===== config.mk =====
export PLATFORM = sky130hd
export DESIGN_NAME = program_sequencer
export DESIGN_NICKNAME = d
export VERILOG_FILES = /design/src/rtl/program_sequencer.sv
export SDC_FILE = /design/constraint.sdc
export NUM_CORES = 1
export LEC_CHECK = 0
export ABC_CLOCK_PERIOD_IN_PS = 1500
export CORE_ASPECT_RATIO = 1.75
export CORE_UTILIZATION = 36
export DETAILED_ROUTE_END_ITERATION = 12
export PLACE_DENSITY = 0.72
export RECOVER_POWER = 50
export SLEW_MARGIN = 5
export SYNTH_ARGS = -nofsm -noshare
export SYNTH_HDL_FRONTEND = slang
export SYNTH_SLANG_ARGS = --single-unit
export TNS_END_PERCENT = 30

===== constraint.sdc =====
create_clock -name clk -period 1.5 [get_ports clk]
set_clock_uncertainty 0.2 [all_clocks]
set_input_delay 0.375 -clock clk [delete_from_list [all_inputs] [get_ports clk]]
set_output_delay 0.375 -clock clk [all_outputs]
set_load 0.02 [all_outputs]

===== src/rtl/program_sequencer.sv =====
// rtl/program_sequencer.sv - three-state HALT/FETCH/EXEC instruction sequencer with PC, IR and address mux
module program_sequencer (
    input  logic       clk,
    input  logic       resetN,
    input  logic       run,
    input  logic       step,
    input  logic [7:0] dbus,
    input  logic [7:0] xreg,
    input  logic       immediate,
    input  logic       doJump,
    output logic [7:0] ir,
    output logic [7:0] pc,
    output logic [7:0] addr,
    output logic       exec,
    output logic       fetch,
    output logic       halted
);

    // One-hot encoding so the status outputs are plain register bits.
    typedef enum logic [2:0] {
        S_HALT  = 3'b001,
        S_FETCH = 3'b010,
        S_EXEC  = 3'b100
    } state_t;

    state_t     state_q, state_d;
    logic [7:0] pc_q, pc_d;
    logic [7:0] ir_q, ir_d;

    always_comb begin
        state_d = state_q;
        pc_d    = pc_q;
        ir_d    = ir_q;
        case (state_q)
            S_HALT: begin
                if (run || step) begin
                    state_d = S_FETCH;
                end
            end
            S_FETCH: begin
                state_d = S_EXEC;
                ir_d    = dbus;
                pc_d    = pc_q + 8'd1;
            end
            S_EXEC: begin
                state_d = run ? S_FETCH : S_HALT;
                // A jump overrides the operand-skip increment.
                if (doJump) begin
                    pc_d = dbus;
                end else if (immediate) begin
                    pc_d = pc_q + 8'd1;
                end
            end
            default: begin
                state_d = S_HALT;
            end
        endcase
    end

    always_ff @(posedge clk or negedge resetN) begin
        if (!resetN) begin
            state_q <= S_HALT;
            pc_q    <= 8'h00;
            ir_q    <= 8'h00;
        end else begin
            state_q <= state_d;
            pc_q    <= pc_d;
            ir_q    <= ir_d;
        end
    end

    assign halted = state_q[0];
    assign fetch  = state_q[1];
    assign exec   = state_q[2];
    assign pc     = pc_q;
    assign ir     = ir_q;
    assign addr   = (exec && !immediate) ? xreg : pc_q;

endmodule

==> results of run 1 <==
## flip-flops by register name, indices dropped and copies added, names as in the netlist
register,cells
ir,8
pc,8
state_q,3
## power groups by stage
stage                     logic (uW)  clock network [uW]  registers [uW]
final                           2760                 360             938
after detailed placement        2430                   0             922
after CTS                       2590                 364             940
after global routing            2910                 384             966
after global placement          2370                   0             902
after floorplan                  898                   0            1280
## layout make-up
type / count / area (um2) / share of cell area
sequential: 19 / 479.2 / 0.2484
tap: 27 / 33.78 / 0.01751
clock inverter: 1 / 5.005 / 0.002594
clock buffer: 3 / 41.29 / 0.02140
timing repair buffer: 72 / 709.4 / 0.3677
inverter: 1 / 3.754 / 0.001946
multi-input combinational: 70 / 656.9 / 0.3405
## placed cells by master, fill, tap and decap left out, drive strengths merged, types with 2 or more instances in the layout
cell type / Yosys / final
buf: 2 / 44
clkdlybuf4s50: 0 / 18
dfrtp: 18 / 18
mux2: 17 / 17
nand2: 6 / 6
a2bb2oi: 6 / 6
nor2: 6 / 6
clkbuf: 2 / 6
o21ai: 5 / 5
clkdlybuf4s15: 0 / 4
nor3: 4 / 4
nand2b: 3 / 3
nand3: 3 / 3
a211oi: 2 / 2
o22ai: 2 / 2
nand4: 2 / 2
dlygate4sd2: 0 / 2
a21oi: 2 / 2
## critical path, cell delays in order, from the launching register on
cell,delay (ns)
sky130_fd_sc_hd__dfrtp_2,0.42
sky130_fd_sc_hd__nand2b_4,0.16
sky130_fd_sc_hd__mux2_4,0.32
sky130_fd_sc_hd__buf_6,0.13
## worst paths after layout
path,startpoint,end,slack (ns),cells past startpoint
setup / recovery,state_q[2],addr[6],-0.37,3
hold reg to reg,ir[6],ir[6],0.31,1
hold / removal,ir[6],ir[6],0.31,1
min in group asynchronous,resetN,ir[7],0.40,2
max in group asynchronous,resetN,state_q[1],0.34,2
setup reg to reg,state_q[1],pc[0],-0.21,4
## through the flow
stage	utilization	setup WS [ns]	hold WS [ns]	TNS [ns]	instance area (um2)
6_report	0.7090	-0.3650	0.3084	-5.474	1929
5_1_grt	0.7090	-0.4129	0.3329	-6.668	1929
4_1_cts	0.6841	-0.3734	0.2518	-5.362	1862
3_5_place_dp	0.6409	-1.087	0.2992	-15.44	1744
3_3_place_gp	0.6409	-1.078	0.2779	-14.57	1744
2_1_floorplan	-	-0.2146	-0.1206	-3.307	1069
## routing by layer
metal / up-vias / share of wire
met5: - / 0
met4: 0 / 0.016
met3: 6 / 0.037
met2: 39 / 0.55
met1: 529 / 0.40
li1: 498 / -
## what timing repair did
item / in CTS / in global routing
hold endpoints to repair: 0 / 0
resized for setup: 149 / 23
setup endpoints to repair: 43 / 37
pin swaps: 0 / 3
setup buffers: 1 / 3
## kinds of logic after synthesis
kind of cell	Yosys count
AO/OA/AOI/OAI	20
adder cells (fa/ha/maj)	1
buffers and inverters	5
flip-flops	19
multiplexers	17
AND/OR/NAND/NOR	32
==> flow_summary.json, run 1 <==
{
  "globalRouteMet3Util": 0.03713,
  "grt_most_used_layer": "met2",
  "remaining_drc_errors": 0,
  "drt_pass1_iterations": 4,
  "floorplan.die.width_um": 42.50,
  "grt_max_degree": 20,
  "timing.critical_path.to_type": "output port",
  "grt_pass1_vias": 993,
  "synth_enable_flop_cells": 0,
  "cts.sink_count": 19,
  "yosys.cell_types.count": 32,
  "pin_count": 49,
  "buffer_ports.inserted": 48,
  "timing.final.setup_violations": 28,
  "grt_first_pass_wirelength_mm": 4.733,
  "yosys.cell_count.top_type": "sky130_fd_sc_hd__dfrtp_1",
  "cts.root.buffer_cell": "sky130_fd_sc_hd__clkbuf_8",
  "status": "complete, but fails checks",
  "htreeDepth": 1,
  "tritoncts": "yes",
  "cap_violations": 0,
  "final_report_max_slew_violation_count": 0,
  "final.min_clock_period_ns": 1.865,
  "top_cells_by_instance_count_after_synthesis": "sky130_fd_sc_hd__dfrtp_1, sky130_fd_sc_hd__mux2_2, sky130_fd_sc_hd__a2bb2oi_1, sky130_fd_sc_hd__nand2_1, sky130_fd_sc_hd__o21ai_0",
  "detail_route.iter0.violations": 38,
  "peakVddDrop_uv": 1275,
  "switchingPower_uw": 1636,
  "sequentialPowerShare": 0.231,
  "antenna_violating_nets_post_route": 0,
  "via_total_after_detailed_routing": 1072,
  "wire_per_inst_um": 16.30,
  "dp.final_hpwl_mm": 2.293,
  "synthXorXnorAreaFrac": 0,
  "post-route-period-util": 1.243,
  "violations": "setup timing",
  "synth_warnings": 0,
  "synth-compound-area-share": 0.1320,
  "fp.dieArea_um2": 3097,
  "path_max_fanout": 8,
  "totalPowerFinal_uw": 4055,
  "synth_async_sr_flop_share": 1.000,
  "place_congestion": 0.8018,
  "clock_power_frac": 0.089,
  "placed_cells": 186,
  "net_switching_share_of_the_total_power": 0.4034,
  "initial_core_util": 0.3798,
  "area_share_of_and_or_nand_nor_cells_after_synthesis": 0.1828,
  "core_um2": 2721,
  "finalHoldViolations": 0,
  "flops_latches_synth": 19,
  "number_of_antenna_violations_at_the_first_check_in_global_routing": 0,
  "postSynthCellCount": 94,
  "tritoncts.num_buffers": 3,
  "std_cell_rows": 25,
  "fill_cells": 200,
  "cts.reportedPaths.clkPinSlew_ns": 0.07,
  "hold_path.class": "reg2reg",
  "grt_use_met1": 0.2393,
  "setup_ws_ns": -0.3650,
  "synthMuxAreaShare": 0.1852,
  "p_int_uw": 2419,
  "layout-area-overhead-vs-synth_pct": 86.68,
  "fin_cells": 193,
  "critical_path_class": "reg2out",
  "global_route.overflow_total": 0,
  "insertion_delay_ns": 0.26,
  "routing_usage_on_met2": 0.3487,
  "yosys_most_used_dff": "sky130_fd_sc_hd__dfrtp_1",
  "cellLeakagePower_uw": 0.0008595,
  "timing.critical_path.required_ns": 0.92,
  "worst_slew_margin_rel": 0.6764,
  "yosysTopAreaCell": "sky130_fd_sc_hd__dfrtp_1",
  "drive_gt1_frac": 0.5663,
  "cp-start-kind": "flop",
  "comb_power_share": 0.680,
  "yosys-top-cells-area": "sky130_fd_sc_hd__dfrtp_1, sky130_fd_sc_hd__mux2_2, sky130_fd_sc_hd__a2bb2oi_1",
  "yosys.area_share.adder": 0.01211,
  "synth_largest_type_area_fraction": 0.4358,
  "finish.net_count": 190,
  "timing_worst_slew_pin_value_ns": 0.4854,
  "cts-root-to-sink-buffers": 2,
  "post_cts_hold_buffer_count": 0,
  "vias_per_cell": 5.554,
  "critical_path_data_arrival_time_ns": 1.29,
  "chipHeight_um": 72.88,
  "rsz0062_at_grt": "yes",
  "antennaDiodeCount": 0,
  "synth_cell_area_um2": 1033,
  "routed_wl_mm": 3.146,
  "power.density_cell_area_nw_per_um2": 2102,
  "synth-seq-area-share": 0.4613,
  "grt_use_total": 0.2022,
  "synth_top_family_by_area": "multiplexers",
  "achievable-frequency_mhz": 536.2,
  "synth_nets": 117,
  "post_synth.cell_area_avg_um2": 10.99
}
No activity file was read; power rests on OpenSTA's default activity.
==> run 2: changes to the inputs <==
- SKIP_CTS_REPAIR_TIMING: unset -> 1
- SKIP_LAST_GASP: unset -> 1
==> run 2 against run 1 <==
Against the previous run:
- the flow still finishes with violations (setup timing)
- die area did not move
- sequential share of layout area rose by 1.3 points
- core utilization fell by 3.5 points
- register-to-register slack got worse by 0.06 ns
- critical endpoint unchanged
- highest routed layer unchanged
==> flow_summary.json, run 2 (same netlist as run 1, synthesis figures left out) <==
{
  "status": "complete, but fails checks",
  "violations": "setup timing",
  "tritoncts.num_buffers": 3,
  "layout-area-overhead-vs-synth_pct": 77.36,
  "cts.root.buffer_cell": "sky130_fd_sc_hd__clkbuf_8",
  "timing.critical_path.to_type": "output port",
  "switchingPower_uw": 1499,
  "grt_max_degree": 20,
  "chipHeight_um": 72.88,
  "cap_violations": 0,
  "grt_use_total": 0.1987,
  "p_int_uw": 2325,
  "post_dp_cell_area_um2": 1744,
  "floorplan.die.width_um": 42.50,
  "detail_route.iter0.violations": 41,
  "achievable-frequency_mhz": 535.3,
  "global_route.overflow_total": 0,
  "remaining_drc_errors": 0,
  "fill_cells": 218,
  "finish.net_count": 189,
  "buffer_ports.inserted": 48,
  "antennaDiodeCount": 0,
  "comb_power_share": 0.664,
  "initial_core_util": 0.3798,
  "peakVddDrop_uv": 1232,
  "timing_worst_slew_pin_value_ns": 0.4815,
  "grt_first_pass_wirelength_mm": 4.678,
  "layout.cells.most_common": "sky130_fd_sc_hd__clkdlybuf4s50_1",
  "pin_count": 49,
  "wire_per_inst_um": 15.78,
  "timing.final.setup_violations": 42,
  "htreeDepth": 1,
  "power.density_cell_area_nw_per_um2": 2086,
  "stdcell_area_um2": 1833,
  "routed_wl_mm": 3.030,
  "cp-start-kind": "flop",
  "number_of_antenna_violations_at_the_first_check_in_global_routing": 0,
  "drt_pass1_iterations": 4,
  "grt_pass1_vias": 992,
  "drive_gt1_frac": 0.3818,
  "final_report_max_slew_violation_count": 0,
  "finalHoldViolations": 0,
  "antenna_violating_nets_post_route": 0,
  "placed_cells": 186,
  "post-route-period-util": 1.245,
  "cellLeakagePower_uw": 0.0008616,
  "place_congestion": 0.8018,
  "tritoncts": "yes",
  "multi_input_comb_area_um2": 566.8,
  "final.min_clock_period_ns": 1.868,
  "sequentialPowerShare": 0.241,
  "fin_cells": 192,
  "vias_per_cell": 5.563,
  "std_cell_rows": 25,
  "critical_path_data_arrival_time_ns": 1.29,
  "worst_hold_slack_ns": 0.3122,
  "worst_slew_margin_rel": 0.6790,
  "dp.final_hpwl_mm": 2.293,
  "hold_path.class": "reg2reg",
  "layout.area.seq_um2": 479.2,
  "cts-root-to-sink-buffers": 2,
  "critical_path_class": "reg2out",
  "cts.reportedPaths.clkPinSlew_ns": 0.07,
  "core_um2": 2721,
  "net_switching_share_of_the_total_power": 0.3919,
  "fp.dieArea_um2": 3097,
  "rsz0062_at_grt": "yes",
  "timing.critical_path.required_ns": 0.92,
  "layout.cells.most_common_list": "sky130_fd_sc_hd__clkdlybuf4s50_1, sky130_fd_sc_hd__buf_4, sky130_fd_sc_hd__dfrtp_1, sky130_fd_sc_hd__buf_6, sky130_fd_sc_hd__mux2_2",
  "path_max_fanout": 8,
  "via_total_after_detailed_routing": 1068,
  "insertion_delay_ns": 0.26,
  "setup_ws_ns": -0.3681,
  "clock_power_frac": 0.094,
  "cts.sink_count": 19
}
## run 2: worst paths after layout
kind                              end  startpoint  depth (start not counted)  slack [ns]
max                           addr[6]  state_q[2]                          3       -0.37
min                             ir[1]       ir[1]                          1        0.31
max reg2reg                     pc[3]  state_q[2]                          6       -0.27
max in group asynchronous  state_q[1]      resetN                          2        0.35
min reg2reg                     ir[1]       ir[1]                          1        0.31
min in group asynchronous       ir[7]      resetN                          2        0.40
## run 2: power groups by stage
| stage | combinational (uW) | sequential, uW | clock, uW |
|---|---|---|---|
| 2_1_floorplan | 898 | 1280 | 0 |
| 3_3_place_gp | 2370 | 902 | 0 |
| 3_5_place_dp | 2430 | 922 | 0 |
| 4_1_cts | 2450 | 911 | 364 |
| 5_1_grt | 2680 | 949 | 384 |
| 6_report | 2540 | 922 | 361 |
## run 2: final cells by class
| cell class | instances | share of cell area |
|---|---|---|
| Clock buffer | 3 | 0.02253 |
| Clock inverter | 1 | 0.002730 |
| Inverter | 1 | 0.002048 |
| Multi-Input combinational cell | 70 | 0.3092 |
| Sequential cell | 19 | 0.2614 |
| Tap cell | 27 | 0.01843 |
| Timing Repair Buffer | 71 | 0.3836 |
## run 2: stage by stage
stage | utilization | TNS, ns | power (uW) | setup WS, ns
finish | 0.6736 | -9.650 | 3824 | -0.3681
global route | 0.6736 | -11.71 | 4011 | -0.4148
CTS | 0.6579 | -18.80 | 3721 | -1.090
detailed placement | 0.6409 | -15.44 | 3352 | -1.087
global placement | 0.6409 | -14.57 | 3273 | -1.078
floorplan | - | -3.307 | 2175 | -0.2146
## run 2: metal layers
metal  vias to the layer above  global-route usage  routed length [um]
met5                         -                   0                   0
met4                         0             0.09028                  70
met3                        10             0.03713                 160
met2                        45              0.3487                1662
met1                       520              0.2298                1136
li1                        493                   -                   -
## run 2: critical path, stage by stage, from the launching register on
cell and delay [ns]:
sky130_fd_sc_hd__dfrtp_2 0.42, sky130_fd_sc_hd__nand2b_4 0.16, sky130_fd_sc_hd__mux2_4 0.32, sky130_fd_sc_hd__buf_6 0.13
